`config.mk`:
```
export PLATFORM = sky130hd
export DESIGN_NAME = ssp_int_ctrl
export DESIGN_NICKNAME = d
export VERILOG_FILES = /design/src/rtl/ssp_int_ctrl.sv
export SDC_FILE = /design/constraint.sdc
export NUM_CORES = 1
export LEC_CHECK = 0
export BUFFER_PORTS_ARGS = -buffer_cell sky130_fd_sc_hd__buf_2
export CORE_AREA = 8 8 45 47
export DETAILED_ROUTE_END_ITERATION = 8
export DIE_AREA = 0 0 53 55
export PLACE_DENSITY = 0.68
export SLEW_MARGIN = 0
export SYNTH_ARGS = -nofsm -noshare
export SYNTH_HDL_FRONTEND = slang
export SYNTH_SLANG_ARGS = --single-unit
```
`constraint.sdc`:
```
create_clock -name PCLK -period 1.4 [get_ports PCLK]
set_clock_uncertainty 0.2 [all_clocks]
set_input_delay 0.28 -clock PCLK [delete_from_list [all_inputs] [get_ports PCLK]]
set_output_delay 0.28 -clock PCLK [all_outputs]
set_load 0.01 [all_outputs]
```
`src/rtl/ssp_int_ctrl.sv`:
```
// SSP interrupt controller: raw status (level-following or edge-latched W1C), mask and combined INTR.
// Optional SSP_INT_SYNC_EN builds a two-flop synchronizer in front of the input stage.
module ssp_int_ctrl #(
    parameter int unsigned        NUM_SRC  = 4,
    parameter logic [NUM_SRC-1:0] EDGE_SRC = NUM_SRC'(4'b0100)
) (
    input  logic               PCLK,
    input  logic               PRESETn,
    input  logic [NUM_SRC-1:0] SrcIn,
    input  logic               MaskWr,
    input  logic [NUM_SRC-1:0] MaskWdata,
    input  logic               ClrWr,
    input  logic [NUM_SRC-1:0] ClrWdata,
    output logic [NUM_SRC-1:0] RIS,
    output logic [NUM_SRC-1:0] IMSC,
    output logic [NUM_SRC-1:0] MIS,
    output logic               INTR
);

    logic [NUM_SRC-1:0] src_s;
    logic [NUM_SRC-1:0] src_q;
    logic [NUM_SRC-1:0] ris_q, ris_d;
    logic [NUM_SRC-1:0] imsc_q, imsc_d;
    logic [NUM_SRC-1:0] rise;
    logic [NUM_SRC-1:0] clr;

`ifdef SSP_INT_SYNC_EN
    logic [NUM_SRC-1:0] sync1_q;
    logic [NUM_SRC-1:0] sync2_q;

    // Two-flop synchronizer for sources from another clock domain.
    always_ff @(posedge PCLK or negedge PRESETn) begin
        if (!PRESETn) begin
            sync1_q <= '0;
            sync2_q <= '0;
        end else begin
            sync1_q <= SrcIn;
            sync2_q <= sync1_q;
        end
    end

    assign src_s = sync2_q;
`else
    assign src_s = SrcIn;
`endif

    // Edge sources: a new rising edge beats a simultaneous clear so no event is lost.
    always_comb begin
        rise   = src_s & ~src_q;
        clr    = {NUM_SRC{ClrWr}} & ClrWdata;
        ris_d  = (~EDGE_SRC & src_s) | (EDGE_SRC & (rise | (ris_q & ~clr)));
        imsc_d = imsc_q;
        if (MaskWr) begin
            imsc_d = MaskWdata;
        end
    end

    // src_q resets low so a source already high at reset release counts as an edge.
    always_ff @(posedge PCLK or negedge PRESETn) begin
        if (!PRESETn) begin
            src_q  <= '0;
            ris_q  <= '0;
            imsc_q <= '0;
        end else begin
            src_q  <= src_s;
            ris_q  <= ris_d;
            imsc_q <= imsc_d;
        end
    end

    assign RIS  = ris_q;
    assign IMSC = imsc_q;
    assign MIS  = ris_q & imsc_q;
    assign INTR = |(ris_q & imsc_q);

endmodule

```
Word-level counts from Yosys, hierarchy flattened

Index checks and enable logic that the tools add are counted.

Input port bits: 16
Flip-flop bits (word level): 11
Logic and storage cells: 12

Bitwise operators: 8
Reduce and logical (&&, ||, !) cells: 1

Operators by type and width:

| cell            | count |
|---|---|
| $and 3x3->3     | 3 |
| $not 3->3       | 2 |
| $and 4x4->4     | 1 |
| $or 4x3->4      | 1 |
| $reduce_or 4->1 | 1 |
| $or 3x3->3      | 1 |

Longest topological paths before layout

Gate-level depths: netlist (run 1).

Depth after elaboration: 5
Mapped depth: 2

Least setup slack after synthesis (run 1)

No wires, ideal clock.

Path type: flip-flop to output port
Start point: reg ris_q[2], in the netlist RIS[2]
End point: out INTR
Arrival time: 1125 ps
Cell stages (with the launch flop): 3
Buffers on the path: 0
Setup slack: -205 ps
Required time: 920 ps
Cell sequence: dfrtp_1 and2_4 or4_4

Word-level cells in the longest chain between the ends: 2

RTL lines:

| element                  | RTL line | RTL |
|---|---|---|
| start: declaration       | 22       | `logic [NUM_SRC-1:0] ris_q, ris_d;` |
| start signal: assignment | 66       | `ris_q <= ris_d;` |
| $and 4x4->4              | n/a      |  |
| via MIS[2]               | 16       | `output logic [NUM_SRC-1:0] MIS,` |
| $reduce_or 4->1          | 74       | `assign INTR = \|(ris_q & imsc_q);` |
| end: declaration         | 17       | `output logic INTR` |

The timed path passes the listed nets, and every way through them passes these cells.

Worst setup path after layout (run 1)

Start point: reg imsc_q[2], in the netlist IMSC[2]
End point: out INTR

Word-level cells in the longest chain between the ends: 2

RTL lines:

| element                  | RTL line | RTL |
|---|---|---|
| start: declaration       | 23       | `logic [NUM_SRC-1:0] imsc_q, imsc_d;` |
| start signal: assignment | 67       | `imsc_q <= imsc_d;` |
| $and 4x4->4              | 74       |  |
| $reduce_or 4->1          | 74       |  |

Every way passes these cells.

==> results of run 1 <==
## metal layers
metal	part of all wire [%]	track usage [%]	vias to the layer above	wire, um
met5	0	0	-	0
met4	0	6.47	0	0
met3	15	3.48	0	163
met2	46	10.7	25	494
met1	39	7.89	149	422
li1	-	-	156	-
## worst paths after layout
kind | to | startpoint | slack (ns) | cells past startpoint
max reg2reg | IMSC[3]$_DFFE_PN0P_ | IMSC[3]$_DFFE_PN0P_ | 0.21 | 3
max in group asynchronous | IMSC[1]$_DFFE_PN0P_ | PRESETn | 0.62 | 2
min | IMSC[3]$_DFFE_PN0P_ | MaskWdata[3] | 0.05 | 2
min in group asynchronous | IMSC[2]$_DFFE_PN0P_ | PRESETn | 0.20 | 2
min reg2reg | RIS[2]$_DFF_PN0_ | src_q[2]$_DFF_PN0_ | 0.37 | 2
max | INTR | IMSC[2]$_DFFE_PN0P_ | -0.54 | 3
## cells by family (layout without fill, tap and decap cells)
kind of cell           after synthesis  in the layout  synth area share [%]
DFF                                  9              9                  66.2
and+or+nand+nor                      6              6                  12.5
AOI/OAI and AO/OA                    1              1                  2.57
muxes                                4              4                  13.2
buffers and inverters                3             43                  5.51
## cell usage after synthesis, drive strengths merged
library cell,count
nand2,1
a22o,1
dfrtp,9
mux2,4
buf,2
or4,1
and2,4
inv,1
## repair_timing
item / 4_1_cts / 5_1_grt
endpoints found under the setup margin: 6 / 11
buffers inserted: 1 / 5
endpoints found under the hold margin: 13 / 0
pin swaps: 0 / 4
hold buffers: 5 / 0
gates resized for setup: 6 / 9
cloned: 0 / 0
## worst max-delay path, stage by stage, from the launching register on
cell and delay (ns):
dfrtp_1 0.39, and2_4 0.15, or4_4 0.53, buf_6 0.14
## power groups by stage
stage                     registers (uW)  logic [uW]  clock network (uW)
final                                292         209                 196
after floorplan                      305        50.1                   0
after global placement               295         140                   0
after global routing                 293         223                 222
after CTS                            291         175                 210
after detailed placement             296         142                   0
## state kept, by name, indices dropped and copies added, names as in the netlist
signal  flops
RIS         3
IMSC        4
src_q       2
## stage by stage
| stage | utilization (%) | TNS, ns | instance area [um2] |
|---|---|---|---|
| 2_1_floorplan | - | -0.192 | 345 |
| 3_3_place_gp | 37.6 | -0.249 | 520 |
| 3_5_place_dp | 37.6 | -0.253 | 520 |
| 4_1_cts | 45.6 | -0.568 | 631 |
| 5_1_grt | 49.9 | -0.817 | 691 |
| 6_report | 49.9 | -0.656 | 691 |
## cells in the final DEF, fill, tap and decap left out
master / count
dfrtp_1: 9
buf_4: 6
dlygate4sd3_1: 5
mux2_1: 1
inv_1: 1
or4_4: 1
buf_6: 13
buf_2: 14
and2_4: 4
clkbuf_1: 1
mux2_2: 3
clkbuf_4: 3
nand2_1: 1
a22o_1: 1
## layout make-up
cell class | count | area [um2] | area share [%]
tap | 16 | 20.0 | 2.90
sequential | 9 | 225 | 32.6
timing repair buffer | 38 | 312 | 45.1
clock buffer | 4 | 26.3 | 3.80
multi-input combinational | 11 | 104 | 15.0
inverter | 1 | 3.75 | 0.543
==> results.sh, run 1 <==
export IMPL_wirelength_um=1080
export IMPL_layout_min_cycle_time_ns=1.94
export IMPL_clk_latency_ns=0.25
export IMPL_start_util_pct=24.6
export IMPL_grt_usage_pct=7.37
export IMPL_hold_ws_ns=0.0542
export IMPL_avgSynthCellArea_um2=14.8
export IMPL_ys_seq_area_share_pct=66.2
export IMPL_io_pins=29
export IMPL_cts_buffers=3
export IMPL_h_tree_depth=1
export IMPL_hp_class="input pin to flip-flop"
export IMPL_cts_buffer_depth=2
export IMPL_dp_cells=68
export IMPL_violations="setup timing"
export IMPL_maxSlewHeadroom_pct=86.5
export IMPL_core_area_um2=1380
export IMPL_ir_drop_uv=511
export IMPL_power_uw=697
export IMPL_critical_path_class="flip-flop to output pin"
export IMPL_drtIter0Drc=3
export IMPL_overflow=0
export IMPL_synth_seq_cells=9
export IMPL_p_int_uw=528
export IMPL_fmax_mhz=515
export IMPL_antenna_found_initial=0
export IMPL_clkTransAtPathRegs_ns=0.06
export IMPL_synth_top_area_cell="dfrtp_1"
export IMPL_synth_top_area_share_pct=66.2
export IMPL_cts_tree="built"
export IMPL_p_switching_uw=169
export IMPL_dr_pass1_iters=2
export IMPL_dieArea_um2=2920
export IMPL_worst_slack_ns=-0.540
export IMPL_max_cap_viol_count=0
export IMPL_syn_to_final_growth_pct=103
export IMPL_n_fill_cell=121
export IMPL_dieWidth_um=53
export IMPL_drv_slew=0
export IMPL_crit_required_ns=0.92
export IMPL_final_instance_count_excl_fill=79
export IMPL_numPortBuffers=25
export IMPL_endpoint_kind="output pin"
export IMPL_layout_drive_gt1_share_pct=69.8
export IMPL_rsz0062_at_grt="true"
export IMPL_yosys_top_cells_area="dfrtp_1 66%, mux2_2 9.9%, and2_1 5.5%, buf_4 4.4%, mux2_1 3.3%"
export IMPL_first_global_vias=354
export IMPL_seq_power_share_pct=41.9
export IMPL_viasPerCell=4.18
export IMPL_p_clk_share_pct=28.1
export IMPL_p_comb_share_pct=30.0
export IMPL_crit_arrival_ns=1.46
export IMPL_critPathLaunchType="flip-flop"
export IMPL_synth_distinct_cells=10
export IMPL_setup_viol=3
export IMPL_path_max_fanout=2
export IMPL_synth_nets=39
export IMPL_ys_warn_count=0
export IMPL_tightest_slew_ns=0.202
export IMPL_fin_crit_sh_pct=139
export IMPL_cts_root_buf="clkbuf_4"
export IMPL_num_antenna_cells=0
export IMPL_clkSinkCount=9
export IMPL_ant_nets=0
export IMPL_drc_errors=0
export IMPL_wl_per_cell_um=13.7
export IMPL_rows=14
export IMPL_grt_pass1_wl_um=1520
export IMPL_num_vias=330
export IMPL_synth_cells=23
export IMPL_p_sw_share_pct=24.2
export IMPL_routabilityCongestion=0.744
export IMPL_die_h_um=55
export IMPL_p_per_area_nw_per_um2=1010
export IMPL_num_nets_final=80
export IMPL_power_leakage_uw=0.000353
export IMPL_grt_max_degree=10
export IMPL_status="finished with violations"
export IMPL_finalHoldViolations=0
export IMPL_place_ws_ns=-0.253
export IMPL_syn_area_um2=340
Power figures use the tool's default switching activity.
==> run 2, diff against run 1 <==
--- a/config.mk
+++ b/config.mk
@@ -7,6 +7,7 @@
 export LEC_CHECK = 0
 export BUFFER_PORTS_ARGS = -buffer_cell sky130_fd_sc_hd__buf_2
 export CORE_AREA = 8 8 45 47
+export CTS_BUF_LIST = sky130_fd_sc_hd__clkbuf_8
 export DETAILED_ROUTE_END_ITERATION = 8
 export DIE_AREA = 0 0 53 55
 export PLACE_DENSITY = 0.68
==> run 2 against run 1 <==
The flow still finishes with violations (setup timing). Routed wire length is 2.4% lower. Largest power group is now clock. Register-to-register slack better by 0.02 ns. Die area stayed put. Total power is 11% higher. First-iteration DRC count stayed put. Combinational power is 10% lower. Maximum frequency is 1.5% higher. Sequential share of layout area is 0.66 points higher.
==> results.sh, run 2 (synthesis results as in run 1) <==
export IMPL_status="finished with violations"
export IMPL_violations="setup timing"
export IMPL_largest_register_ffs=4
export IMPL_tightest_slew_ns=0.206
export IMPL_drv_slew=0
export IMPL_rows=14
export IMPL_path_max_fanout=2
export IMPL_cts_buffers=3
export IMPL_first_global_vias=359
export IMPL_hp_class="input pin to flip-flop"
export IMPL_crit_arrival_ns=1.43
export IMPL_h_tree_depth=1
export IMPL_layout_drive_gt1_share_pct=70.3
export IMPL_finalHoldViolations=0
export IMPL_dieArea_um2=2920
export IMPL_endpoint_kind="output pin"
export IMPL_grt_max_degree=10
export IMPL_routabilityCongestion=0.744
export IMPL_maxSlewHeadroom_pct=86.3
export IMPL_worst_slack_ns=-0.510
export IMPL_p_per_area_nw_per_um2=1150
export IMPL_fin_crit_sh_pct=136
export IMPL_power_leakage_uw=0.000358
export IMPL_numPortBuffers=25
export IMPL_overflow=0
export IMPL_ant_nets=0
export IMPL_grt_usage_pct=7.43
export IMPL_io_pins=29
export IMPL_final_common_cell="buf_2"
export IMPL_crit_required_ns=0.92
export IMPL_start_util_pct=24.6
export IMPL_antenna_found_initial=0
export IMPL_num_vias=335
export IMPL_num_antenna_cells=0
export IMPL_core_area_um2=1380
export IMPL_wl_per_cell_um=13.2
export IMPL_drtIter0Drc=3
export IMPL_clkSinkCount=9
export IMPL_dr_pass1_iters=2
export IMPL_num_nets_final=81
export IMPL_cts_tree="built"
export IMPL_place_ws_ns=-0.253
export IMPL_setup_viol=4
export IMPL_clk_latency_ns=0.23
export IMPL_cts_root_buf="clkbuf_8"
export IMPL_wirelength_um=1050
export IMPL_clkTransAtPathRegs_ns=0.05
export IMPL_ir_drop_uv=505
export IMPL_mostFrequentLayoutCells="21 x buf_2, 9 x dfrtp_1, 7 x buf_6, 6 x buf_4, 5 x dlygate4sd3_1"
export IMPL_cts_buffer_depth=2
export IMPL_layout_min_cycle_time_ns=1.91
export IMPL_max_cap_viol_count=0
export IMPL_drc_errors=0
export IMPL_fmax_mhz=523
export IMPL_die_h_um=55
export IMPL_critical_path_class="flip-flop to output pin"
export IMPL_syn_to_final_growth_pct=98.9
export IMPL_critPathLaunchType="flip-flop"
export IMPL_grt_pass1_wl_um=1520
export IMPL_viasPerCell=4.19
export IMPL_rsz0062_at_grt="true"
export IMPL_dieWidth_um=53
export IMPL_hold_ws_ns=0.0678
==> run 2: repair_timing <==
| action | in CTS | in global routing |
|---|---|---|
| buffers inserted | 0 | 3 |
| gates cloned | 0 | 0 |
| setup endpoints to repair | 1 | 4 |
| hold buffers | 5 | 0 |
| pin swaps | 0 | 3 |
| resized for setup | 1 | 7 |
| endpoints found under the hold margin | 13 | 0 |
==> run 2: stage by stage <==
stage / cells / TNS, ns / cell area [um2] / util [%] / power, uW
after floorplan: 23 / -0.192 / 345 / - / 356
after global placement: 68 / -0.249 / 520 / 37.6 / 434
after detailed placement: 68 / -0.253 / 520 / 37.6 / 438
after CTS: 77 / -0.504 / 622 / 44.9 / 754
after global routing: 80 / -0.766 / 677 / 48.9 / 812
final: 80 / -0.644 / 677 / 48.9 / 776
==> run 2: cell type report <==
| type | count | area (um2) |
|---|---|---|
| clock inverters | 1 | 3.75 |
| flip-flops and latches | 9 | 225 |
| fillers | 127 | 707 |
| repair buffers | 39 | 279 |
| well taps | 16 | 20.0 |
| multi-input cells | 11 | 104 |
| clock buffers | 3 | 41.3 |
| inverters | 1 | 3.75 |
==> run 2: metal layers <==
layer,vias to the layer above,track usage (%),wire (um)
met3,4,4.28,198
met1,145,7.29,407
met2,30,9.96,407
met4,0,9.05,40
li1,156,-,-
met5,-,0,0
==> run 2: critical path, cell delays in order, from the launching register on <==
cell and delay (ns):
dfrtp_1 0.39, and2_4 0.15, or4_4 0.53, buf_6 0.14
==> run 2: worst paths after layout <==
| kind | cells after the start | end | slack, ns | startpoint |
|---|---|---|---|---|
| worst max-delay path | 3 | INTR | -0.51 | IMSC[2]$_DFFE_PN0P_ |
| max in group asynchronous | 2 | src_q[2]$_DFF_PN0_ | 0.60 | PRESETn |
| worst max register to register | 3 | IMSC[2]$_DFFE_PN0P_ | 0.23 | IMSC[2]$_DFFE_PN0P_ |
| min in group asynchronous | 2 | IMSC[2]$_DFFE_PN0P_ | 0.22 | PRESETn |
| worst min register to register | 2 | RIS[2]$_DFF_PN0_ | 0.36 | src_q[2]$_DFF_PN0_ |
| worst min-delay path | 2 | IMSC[1]$_DFFE_PN0P_ | 0.07 | MaskWdata[1] |
==> run 2: power breakdown <==
group	leakage (uW)	switching (uW)	total (uW)	internal [uW]
Sequential	0.000105	10.7	293	282
Clock	0.0000269	105	296	191
Combinational	0.000227	67.0	188	121
Total	0.000358	182	776	594
==> run 3, diff against run 2 <==
==> constraint.sdc (replaced) <==
create_clock -name PCLK -period 1.55 [get_ports PCLK]
set_clock_uncertainty 0.2 [all_clocks]
set_input_delay 0.31 -clock PCLK [delete_from_list [all_inputs] [get_ports PCLK]]
set_output_delay 0.31 -clock PCLK [all_outputs]
set_load 0.01 [all_outputs]
==> run 3 against run 2 <==
The flow still finishes with violations (setup timing). Setup slack better by 0.12 ns. First-iteration DRC count unchanged. Via count shrank 1.2%. Sequential share of layout area increased by 1.7 points. Design area down 4.8%. Routed wire length down 1.7%. Critical endpoint unchanged.
==> results.sh, run 3 (synthesis results as in run 1) <==
export IMPL_violations="setup timing"
export IMPL_core_area_um2=1380
export IMPL_dr_pass1_iters=2
export IMPL_tightest_slew_ns=0.205
export IMPL_p_clk_share_pct=39.0
export IMPL_critPathLaunchType="flip-flop"
export IMPL_hp_class="input pin to flip-flop"
export IMPL_holdPathStages=2
export IMPL_antenna_found_initial=0
export IMPL_seq_power_share_pct=38.8
export IMPL_r2r_start="IMSC[2]$_DFFE_PN0P_"
export IMPL_h_tree_depth=1
export IMPL_p_comb_share_pct=22.3
export IMPL_crit_arrival_ns=1.43
export IMPL_hp_start="MaskWdata[1]"
export IMPL_clkSinkCount=9
export IMPL_rsz0062_at_grt="true"
export IMPL_cts_tree="built"
export IMPL_rr_endpoint="IMSC[2]$_DFFE_PN0P_"
export IMPL_final_common_cell="buf_2"
export IMPL_status="finished with violations"
export IMPL_max_cap_viol_count=0
export IMPL_worst_slack_ns=-0.387
export IMPL_drv_slew=0
export IMPL_seq_area_um2=225
export IMPL_crit_required_ns=1.04
export IMPL_drc_errors=0
export IMPL_wirelength_um=1040
export IMPL_grt_pass1_wl_um=1530
export IMPL_layout_min_cycle_time_ns=1.94
export IMPL_critical_path_class="flip-flop to output pin"
export IMPL_final_area_um2=644
export IMPL_endpoint_kind="output pin"
export IMPL_layout_drive_gt1_share_pct=68.8
export IMPL_grt_max_degree=10
export IMPL_p_per_area_nw_per_um2=1060
export IMPL_start_util_pct=24.6
export IMPL_r2r_setup_slack_ns=0.36
export IMPL_grt_usage_pct=7.54
export IMPL_num_nets_final=81
export IMPL_placed_area_um2=520
export IMPL_ir_drop_uv=447
export IMPL_fmax_mhz=516
export IMPL_power_leakage_uw=0.000347
export IMPL_fin_crit_sh_pct=125
export IMPL_dieArea_um2=2920
export IMPL_final_setup_tns_ns=-0.387
export IMPL_cts_buffer_depth=2
export IMPL_largest_register_ffs=4
export IMPL_ant_nets=0
export IMPL_overflow=0
export IMPL_setup_viol=1
export IMPL_dieWidth_um=53
export IMPL_routabilityCongestion=0.744
export IMPL_path_max_fanout=2
export IMPL_n_fill_cell=136
export IMPL_viasPerCell=4.14
export IMPL_power_uw=680
export IMPL_die_h_um=55
export IMPL_maxSlewHeadroom_pct=86.3
export IMPL_first_global_vias=362
export IMPL_num_vias=331
export IMPL_p_sw_share_pct=23.4
export IMPL_clkTransAtPathRegs_ns=0.04
export IMPL_p_int_uw=521
export IMPL_multi_input_area_um2=101
export IMPL_numPortBuffers=25
export IMPL_io_pins=29
export IMPL_mostFrequentLayoutCells="24 x buf_2, 9 x dfrtp_1, 9 x buf_4, 5 x dlygate4sd3_1"
export IMPL_ff2ff_path_depth=3
export IMPL_num_antenna_cells=0
export IMPL_drtIter0Drc=3
export IMPL_cts_root_buf="clkbuf_8"
export IMPL_rows=14
export IMPL_p_switching_uw=159
export IMPL_syn_to_final_growth_pct=89.3
export IMPL_finalHoldViolations=0
export IMPL_hold_ws_ns=0.100
export IMPL_wl_per_cell_um=13.0
export IMPL_clk_latency_ns=0.23
export IMPL_cts_buffers=3
export IMPL_whs_endpoint="IMSC[1]$_DFFE_PN0P_"
export IMPL_place_ws_ns=-0.133
run 3: changes by cell type in the layout (fill, tap and decap cells not counted):
cell,before,now
and2_1,0,1
and2_4,4,3
buf_2,21,24
buf_4,6,9
buf_6,7,1
run 3: what timing repair did:
| item | in CTS | in global routing |
|---|---|---|
| setup endpoints to repair | 1 | 1 |
| hold buffers | 5 | 0 |
| cloned | 0 | 0 |
| hold endpoints to repair | 13 | 0 |
| setup buffers | 0 | 3 |
| gates resized for setup | 1 | 0 |
| pin swaps | 0 | 3 |
run 3: worst max-delay path by stage:
stage / endpoint / from / slack [ns] / depth (start not counted)
3_5_place_dp: INTR / RIS[3]$_DFF_PN0_ / -0.13 / 3
5_1_grt: INTR / RIS[2]$_DFF_PN0_ / -0.42 / 3
2_1_floorplan: INTR / RIS[3]$_DFF_PN0_ / -0.07 / 2
3_3_place_gp: INTR / RIS[3]$_DFF_PN0_ / -0.13 / 3
4_1_cts: INTR / RIS[3]$_DFF_PN0_ / -0.38 / 3
6_report: INTR / RIS[2]$_DFF_PN0_ / -0.39 / 3
run 3: critical path, cell delays in order, from the launching register on:
cell and delay, ns:
dfrtp_1 0.37, and2_4 0.16, or4_4 0.53, buf_6 0.14
run 3: final cells by class:
cell class	count	area share [%]
inverter	1	0.583
clock buffer	3	6.41
clock inverter	1	0.583
tap	16	3.11
sequential	9	35.0
multi-input combinational	11	15.7
timing repair buffer	39	38.6
run 3: layer usage:
metal	up-vias	part of all wire (%)	GRT usage, %
met5	-	0	0
met4	0	3.9	9.05
met3	4	20	4.55
met2	30	37	9.96
met1	141	39	7.44
li1	156	-	-
run 3: power by group through the flow:
stage          Sequential (uW)  Combinational, uW  Clock, uW
3_3_place_gp               266                126          0
4_1_cts                    264                143        274
2_1_floorplan              276               45.3          0
5_1_grt                    265                164        284
3_5_place_dp               267                128          0
6_report                   264                151        265
run 3: through the flow:
step / instances / util (%)
after CTS: 77 / 44.9
after floorplan: 23 / -
after global placement: 68 / 37.6
after global routing: 80 / 46.6
final: 80 / 46.6
after detailed placement: 68 / 37.6
